## config.mk

```make
export PLATFORM = sky130hd
export DESIGN_NAME = alu_issue_stage
export DESIGN_NICKNAME = d
export VERILOG_FILES = /design/src/rtl/alu_issue_stage.sv
export SDC_FILE = /design/constraint.sdc
export NUM_CORES = 1
export LEC_CHECK = 0
export ABC_AREA = 1
export ABC_CLOCK_PERIOD_IN_PS = 6100
export CAP_MARGIN = 20
export CELL_PAD_IN_SITES_DETAIL_PLACEMENT = 0
export CELL_PAD_IN_SITES_GLOBAL_PLACEMENT = 2
export CORE_MARGIN = 10
export CORE_UTILIZATION = 33
export DETAILED_ROUTE_END_ITERATION = 7
export MAX_ROUTING_LAYER = met4
export PLACE_DENSITY_LB_ADDON = 0.12
export SLEW_MARGIN = 20
export SYNTH_ARGS = -nofsm -noshare
export SYNTH_HDL_FRONTEND = slang
export SYNTH_HIERARCHICAL = 1
export SYNTH_SLANG_ARGS = --single-unit
```

## constraint.sdc

```tcl
create_clock -name clk -period 6.1 [get_ports clk]
set_clock_uncertainty 0.1 [all_clocks]
set_input_delay 0.915 -clock clk [delete_from_list [all_inputs] [get_ports clk]]
set_output_delay 0.915 -clock clk [all_outputs]
set_load 0.02 [all_outputs]
```

## src/rtl/alu_issue_stage.sv

```systemverilog
// Two-stage issue/capture pipeline around the 32-bit ALU: stage 1 holds the
// operands that drive the ALU, stage 2 holds the result and flags.
// Optional sticky overflow/carry accumulation is built when STICKY_FLAGS_EN is defined.

module alu_issue_alu #(
  parameter int WIDTH = 32
) (
  input  logic [2:0]       i_s,
  input  logic [WIDTH-1:0] i_a,
  input  logic [WIDTH-1:0] i_b,
  output logic [WIDTH-1:0] o_out,
  output logic             o_zero,
  output logic             o_ovf,
  output logic             o_cout
);
  logic [WIDTH:0]   w_add;
  logic [WIDTH:0]   w_sub;
  logic [4:0]       w_shamt;
  logic             w_lt;

  assign w_add   = {1'b0, i_a} + {1'b0, i_b};
  // Subtract as a + ~b + 1 so the carry out means "no borrow".
  assign w_sub   = {1'b0, i_a} + {1'b0, ~i_b} + {{WIDTH{1'b0}}, 1'b1};
  assign w_shamt = i_b[4:0];
  assign w_lt    = $signed(i_a) < $signed(i_b);

  always_comb begin
    o_out  = '0;
    o_ovf  = 1'b0;
    o_cout = 1'b0;
    case (i_s)
      3'd0: begin
        o_out  = w_add[WIDTH-1:0];
        o_cout = w_add[WIDTH];
        o_ovf  = (i_a[WIDTH-1] == i_b[WIDTH-1]) && (w_add[WIDTH-1] != i_a[WIDTH-1]);
      end
      3'd1: begin
        o_out  = w_sub[WIDTH-1:0];
        o_cout = w_sub[WIDTH];
        o_ovf  = (i_a[WIDTH-1] != i_b[WIDTH-1]) && (w_sub[WIDTH-1] != i_a[WIDTH-1]);
      end
      3'd2:    o_out = i_a ^ i_b;
      3'd3:    o_out = {{(WIDTH-1){1'b0}}, w_lt};
      3'd4:    o_out = i_a << w_shamt;
      3'd5:    o_out = i_a >> w_shamt;
      3'd6:    o_out = $unsigned($signed(i_a) >>> w_shamt);
      default: o_out = '0;
    endcase
  end

  assign o_zero = (o_out == '0);
endmodule

module alu_issue_stage #(
  parameter int WIDTH = 32
) (
  input  logic             clk,
  input  logic             rst_n,
  input  logic             in_valid,
  output logic             in_ready,
  input  logic [2:0]       in_op,
  input  logic [WIDTH-1:0] in_a,
  input  logic [WIDTH-1:0] in_b,
  output logic             out_valid,
  input  logic             out_ready,
  output logic [WIDTH-1:0] out_result,
  output logic             out_zero,
  output logic             out_ovf,
  output logic             out_cout,
  output logic             out_illegal
`ifdef STICKY_FLAGS_EN
  ,
  input  logic             clear_flags,
  output logic             sticky_ovf,
  output logic             sticky_cout
`endif
);
  localparam int STAGES = 2;
  localparam logic [2:0] OP_ILLEGAL = 3'd7;

  typedef struct packed {
    logic [2:0]       op;
    logic [WIDTH-1:0] a;
    logic [WIDTH-1:0] b;
  } req_t;

  typedef struct packed {
    logic [WIDTH-1:0] result;
    logic             zero;
    logic             ovf;
    logic             cout;
    logic             illegal;
  } rsp_t;

  logic [STAGES:1] r_vld_pipe;
  req_t            r_req;
  rsp_t            r_rsp;
  rsp_t            w_rsp;
  logic            w_s1_free;
  logic            w_s2_free;
  logic [WIDTH-1:0] w_alu_out;
  logic            w_alu_zero;
  logic            w_alu_ovf;
  logic            w_alu_cout;

  assign w_s2_free = !r_vld_pipe[2] || out_ready;
  assign w_s1_free = !r_vld_pipe[1] || w_s2_free;
  assign in_ready  = w_s1_free;

  // Operand register feeds the ALU directly, so ALU inputs only move on a stage-1 load.
  alu_issue_alu #(.WIDTH(WIDTH)) u_alu (
    .i_s    (r_req.op),
    .i_a    (r_req.a),
    .i_b    (r_req.b),
    .o_out  (w_alu_out),
    .o_zero (w_alu_zero),
    .o_ovf  (w_alu_ovf),
    .o_cout (w_alu_cout)
  );

  always_comb begin
    w_rsp = '{result: w_alu_out, zero: w_alu_zero, ovf: w_alu_ovf,
              cout: w_alu_cout, illegal: 1'b0};
    if (r_req.op == OP_ILLEGAL)
      w_rsp = '{result: '0, zero: 1'b1, ovf: 1'b0, cout: 1'b0, illegal: 1'b1};
  end

  always_ff @(posedge clk or negedge rst_n) begin
    if (!rst_n) begin
      r_vld_pipe[1] <= 1'b0;
      r_req         <= '0;
    end else if (w_s1_free) begin
      r_vld_pipe[1] <= in_valid;
      if (in_valid)
        r_req <= '{op: in_op, a: in_a, b: in_b};
    end
  end

  always_ff @(posedge clk or negedge rst_n) begin
    if (!rst_n) begin
      r_vld_pipe[2] <= 1'b0;
      r_rsp         <= '0;
    end else if (w_s2_free) begin
      r_vld_pipe[2] <= r_vld_pipe[1];
      if (r_vld_pipe[1])
        r_rsp <= w_rsp;
    end
  end

  assign out_valid   = r_vld_pipe[2];
  assign out_result  = r_rsp.result;
  assign out_zero    = r_rsp.zero;
  assign out_ovf     = r_rsp.ovf;
  assign out_cout    = r_rsp.cout;
  assign out_illegal = r_rsp.illegal;

`ifdef STICKY_FLAGS_EN
  logic r_sticky_ovf;
  logic r_sticky_cout;

  // Accumulate only when a legal result actually leaves; clear wins over set.
  always_ff @(posedge clk or negedge rst_n) begin
    if (!rst_n) begin
      r_sticky_ovf  <= 1'b0;
      r_sticky_cout <= 1'b0;
    end else if (clear_flags) begin
      r_sticky_ovf  <= 1'b0;
      r_sticky_cout <= 1'b0;
    end else if (r_vld_pipe[2] && out_ready && !r_rsp.illegal) begin
      r_sticky_ovf  <= r_sticky_ovf  | r_rsp.ovf;
      r_sticky_cout <= r_sticky_cout | r_rsp.cout;
    end
  end

  assign sticky_ovf  = r_sticky_ovf;
  assign sticky_cout = r_sticky_cout;
`endif
endmodule

```

* After elaboration in Yosys (flattened, before gate mapping)
Cells that the tools add are included.
** Word-level totals
- Word-level logic and storage cells :: 44
- Output and inout bits :: 38
- Register bits :: 105
- Input bits :: 71
** Cells by class
- Order comparisons :: 1
- $add $sub $neg :: 3
- Muxes and demuxes :: 4
- Bitwise logic cells :: 2
- Equality and inequality tests :: 11
- Reductions and logical operators :: 10
- Shift operators :: 3
** Operators by type and width (number)
- 32-bit one-hot mux with 7 select lines :: 1
- 32-bit by 32-bit adder with 33-bit output :: 2
- 36-bit two-way mux :: 1
- 33-bit by 1-bit adder with 33-bit output (second input constant) :: 1
- 32-bit zero test :: 1
- 32-bit < comparator :: 1
- 32-bit NOT :: 1
- 32-bit by 5-bit << shifter with 32-bit output :: 1
- 32-bit by 5-bit >> shifter with 32-bit output :: 1
- 32-bit by 5-bit >>> shifter with 32-bit output :: 1
- 32-bit XOR :: 1
- 3-bit equality test (second input constant) :: 4
- 3-bit by 2-bit equality test with 1-bit output (second input constant) :: 2
- 1-bit one-hot mux with 2 select lines :: 2
- 2-bit AND reduction :: 2
- 3-bit by 1-bit equality test with 1-bit output (second input constant) :: 1
- 3-bit zero test :: 1
- 1-bit inequality test :: 3
- 1-bit logical AND :: 2
- 1-bit zero test :: 2
- 1-bit logical OR :: 2
- 1-bit equality test :: 1

* Depth between registers and ports, before layout
- Word-level depth :: 7
- Gate-level depth with buffers :: 28
- Depth with buffers taken out :: 25

* Modules after synthesis
Netlist, hierarchy kept.
** By module, submodules not included
- alu_issue_alu :: times used 1, area an instance 9557.9 um^2, seq. area each 0.0 um^2, cells each 2058
- alu_issue_stage :: times used 1, area an instance 4137.7 um^2, seq. area each 2627.5 um^2, cells each 456

* Least setup slack after synthesis
OpenSTA, ideal clock, no wires.
- Path kind :: reg2reg
- From :: register r_req[3] (netlist name)
- To :: register r_rsp, in the netlist out_zero
- Stages on the path, launching flop included :: 26
- Path buffers :: 4
- Clock period less this slack :: 2.948 ns
- Slack :: 3.152 ns
- Library setup time :: 0.065 ns
- Required time :: 5.935 ns
- Data arrival time :: 2.784 ns
- Cells stage by stage :: dfrtp_1 > buf_2 > inv_2 > buf_2 > buf_2 > ha_1 > buf_2 > nor2_1 > nand3_1 > nand2_1 > nand2_1 > nand2_1 > nand2_1 > a21oi_1 > nor2_1 > nor2_1 > nand2_1 > nor2_1 > nand2_1 > nor2_1 > nand2_1 > nor2_1 > inv_1 > nand2_1 > nand2_1 > nand2_1
** Between the ends
- Cells in the longest elaborated chain, start to end :: 6
- Elaborated cells on any way between the ends :: 12
- Classes of those cells :: 3 x add/sub; 1 x order compare; 3 x shift; 2 x mux; 2 x bitwise; 1 x reduce/logical
** RTL lines
- start: declaration :: line 96 : req_t r_req;
- start signal: assignment :: line 135 : r_req <= '{op: in_op, a: in_a, b: in_b};
- 32-bit NOT :: line 23 : assign w_sub = {1'b0, i_a} + {1'b0, ~i_b} + {{WIDTH{1'b0}}, 1'b1};
- 32-bit by 32-bit adder with 33-bit output :: line 23
- 33-bit by 1-bit adder with 33-bit output :: line 23
- 32-bit one-hot mux with 7 select lines * :: line 31 : case (i_s)
- net w_alu_out[17] :: line 101 : logic [WIDTH-1:0] w_alu_out;
- 32-bit zero test * :: line 51 : assign o_zero = (o_out == '0);
- net w_alu_zero :: line 102 : logic w_alu_zero;
- 36-bit two-way mux * :: line 124 : if (r_req.op == OP_ILLEGAL)
- end signal: assignment :: line 146 : r_rsp <= w_rsp;
- end: declaration :: line 97 : rsp_t r_rsp;
The timed path passes the listed nets; every way through them passes the cells marked *.
A chain may end at the register's enable or synchronous reset.

* Worst setup path in the final report
- From :: register r_req[1] (netlist name)
- To :: register r_rsp, in the netlist out_zero
The elaborated chain is that of the path after synthesis.

==> flow_metrics.py <==
metrics = {
    "route": {
        "dr.pass1.iters": 6,
        "routed_wl_mm": 70.4,
        "wl_per_cell_um": 22.9,
        "remaining_drc_errors": 0,
        "ant_nets": 0,
        "vias": 16600,
        "viasPerCell": 5.41,
        "drt_iter0_drc": 2116,
    },
    "clock_tree": {
        "cts_setup_buffers": 0,
        "clk_latency_ns": 0.41,
        "cts_max_path_buffers": 2,
        "cts-root-buf": "clkbuf_16",
        "clk_pin_slew_worst_paths_ns": 0.10,
        "cts_tree": "done",
        "post_cts_resized": 0,
        "htree_levels": 3,
        "hold_buffers": 0,
        "cts_buffers": 9,
        "clock_sinks": 105,
    },
    "synth": {
        "ys_seq_elements": 105,
        "synth-edff-count": 0,
        "avgSynthCellArea_sq_um": 5.45,
        "synth_fa_ha_area_frac": 0.0623,
        "synth_mux_area_frac": 0.000731,
        "synth.distinct_cells": 46,
        "ys_seq_area_frac": 0.192,
        "synth_top_family_by_area": "simple AND/OR/NAND/NOR gates",
        "netlist_instances": 2514,
        "yosys.area_share.simple": 0.534,
        "yosysWarnings": 6,
        "async_flop_share": 1.00,
        "synth_xor_xnor_area_share": 0.00128,
        "syn-num-nets": 2652,
        "netlist_area_sq_mm": 0.0137,
        "synth-compound-area-share": 0.0754,
        "ys.flop_type": "dfrtp_1",
    },
    "timing": {
        "hold_violations": 0,
        "min_period_over_period": 0.639,
        "report.final.slew_viol_count": 0,
        "hold_ws_ns": 0.383,
        "layout_min_cycle_time_ns": 3.90,
        "setup_viol": 0,
        "max-slew-margin-rel": 0.378,
        "rsz0062_at_grt": "false",
        "tightest_slew_ns": 0.929,
        "tns_ns": 0,
        "max_freq_ghz": 0.256,
    },
    "floorplan": {
        "die_w_um": 224,
        "coreArea_sq_mm": 0.0409,
        "dieHeight_um": 224,
        "fp-row-count": 74,
        "start_util": 0.335,
        "pin_count": 109,
        "die_area_sq_mm": 0.0501,
    },
    "cells_and_area": {
        "area_delta_synth_final_pct": 11.4,
        "design_area_sq_mm": 0.0153,
        "fill_cells": 4778,
        "drive_above_1_share": 0.0359,
        "nets": 2670,
    },
    "grt": {
        "grt_pass1_wl_mm": 102,
        "overflow": 0,
        "grt_pass1_vias": 15200,
        "antenna_found_initial": 4,
        "grt_max_degree": 74,
        "track_usage": 0.280,
    },
    "run_status": {
        "status": "finished clean",
    },
    "worst_setup_path": {
        "crit_start": "r_req[1]$_DFFE_PN0P_",
        "cp_max_fo": 39,
        "worstPathArrival_ns": 4.15,
        "crit_path_start_kind": "register",
        "cp_common_cell": "nand2_1",
        "cpPeakStageDelay_ns": 0.68,
        "path_cells": "inv_2 > ha_1 > inv_1 > nand2_1 > nand2_1 > nand3_1 > nand2_1 > nand2_1 > nand2_1 > nand2_1 > a21oi_1 > nor2_1 > nor2_1 > nand2_1 > nor2_1 > nand2_1 > nor2_1 > nand2_1 > nor2_1 > inv_1 > nand2_1 > nand2_1 > nand2_1",
        "r2r_start": "r_req[1]$_DFFE_PN0P_",
        "cp-end-kind": "register",
        "required_ns": 6.35,
        "path_class": "register to register",
        "critPathSlowestCell": "inv_2",
    },
    "hold_path": {
        "min_from": "out_result[4]$_DFFE_PN0P_",
        "min_path_type": "register to register",
    },
    "pwr": {
        "power_density_mw_per_mm2": 340,
        "ir_drop_mv": 0.160,
        "leakage_nw": 8.34,
    },
    "placed_design": {
        "place_area_sq_mm": 0.0149,
        "hpwl_mm": 56.2,
        "io_buffer_count": 108,
        "gp_congestion": 1.00,
    },
    "run": {
        "max_cap_violations": 0,
    },
}
final timing paths:
| path | to | slack, ns | cells past startpoint |
|---|---|---|---|
| setup / recovery | out_zero$_DFFE_PN0P_ | 2.20 | 23 |
| hold / removal | out_result[4]$_DFFE_PN0P_ | 0.38 | 2 |
| setup reg to reg | out_zero$_DFFE_PN0P_ | 2.20 | 23 |
| hold reg to reg | out_result[4]$_DFFE_PN0P_ | 0.38 | 2 |
| max in group asynchronous | r_req[1]$_DFFE_PN0P_ | 4.24 | 2 |
| min in group asynchronous | out_illegal$_DFFE_PN0P_ | 0.46 | 1 |
where the power goes:
group	internal (mW)	switching, mW	total, mW	leakage [nW]
sequential	0.870	0.228	1.10	1.30
combinational	1.02	2.43	3.44	6.89
clock	0.297	0.345	0.643	0.152
worst max-delay path: cells and delay by family, from the launching register on:
kind	cells	cell delay [ns]
DFF	1	0.60
and+or+nand+nor	18	1.81
AOI/OAI and AO/OA	1	0.13
buffers and inverters	3	0.79
adders and majority gates	1	0.42
registers in the layout (all words and copies together), names as in the netlist:
name         flops
out_cout         1
out_illegal      1
out_ovf          1
out_result      32
out_valid        1
out_zero         1
r_req           67
r_vld_pipe       1
routing by layer:
metal | part of all wire | track usage
met5 | 0 | -
met4 | 0.036 | 0.103
met3 | 0.093 | 0.0758
met2 | 0.40 | 0.382
met1 | 0.47 | 0.385
kinds of logic (layout without fill, tap and decap cells):
logic type	after synthesis	after routing
simple gates	1710	1710
xor+xnor	2	2
other cells	0	5
buf+inv	437	460
fa+ha+maj	67	67
mux	1	1
compound gates	192	192
flops	105	105
stage by stage:
step / total power [mW] / util / instances / setup slack [ns]
floorplan: 3.14 / - / 2514 / 3.15
global placement: 4.49 / 0.365 / 3053 / 2.22
detailed placement: 4.48 / 0.365 / 3053 / 2.26
CTS: 5.14 / 0.372 / 3069 / 2.27
global route: 5.57 / 0.373 / 3073 / 1.93
finish: 5.18 / 0.373 / 3074 / 2.20
cell type report:
class / instances / area, sq um / share of cell area
Inverter: 317 / 1190 / 0.0781
Timing Repair Buffer: 127 / 1220 / 0.0797
Multi-Input combinational cell: 1972 / 9230 / 0.605
Clock buffer: 9 / 225 / 0.0148
Tap cell: 532 / 666 / 0.0436
Sequential cell: 105 / 2630 / 0.172
Clock inverter: 7 / 86.3 / 0.00566
Antenna cell: 5 / 12.5 / 0.000820
cell usage after synthesis, types with 11 or more instances:
cell,count,area share
a21oi_1,79,0.029
and2_1,14,0.0064
buf_1,11,0.0030
buf_2,56,0.020
buf_4,11,0.0060
buf_6,11,0.0090
clkbuf_1,26,0.0071
dfrtp_1,105,0.19
ha_1,65,0.059
inv_1,303,0.083
inv_2,11,0.0030
nand2_1,954,0.26
nand2_2,14,0.0064
nand3_1,509,0.19
nand4_1,19,0.0087
nor2_1,167,0.046
o21ai_0,77,0.028
o21ai_1,12,0.0044
cell usage in the layout (no fill, tap or decap), types with 12 or more instances in the layout:
| master | count |
|---|---|
| inv_1 | 303 |
| o21ai_1 | 12 |
| nand2_1 | 953 |
| nor2_1 | 167 |
| ha_1 | 65 |
| buf_4 | 20 |
| nand3_1 | 509 |
| nand2_2 | 14 |
| clkdlybuf4s50_1 | 106 |
| and2_1 | 14 |
| o21ai_0 | 77 |
| nand4_1 | 19 |
| dfrtp_1 | 103 |
| a21oi_1 | 79 |
No activity file was read; power rests on OpenSTA's default activity.
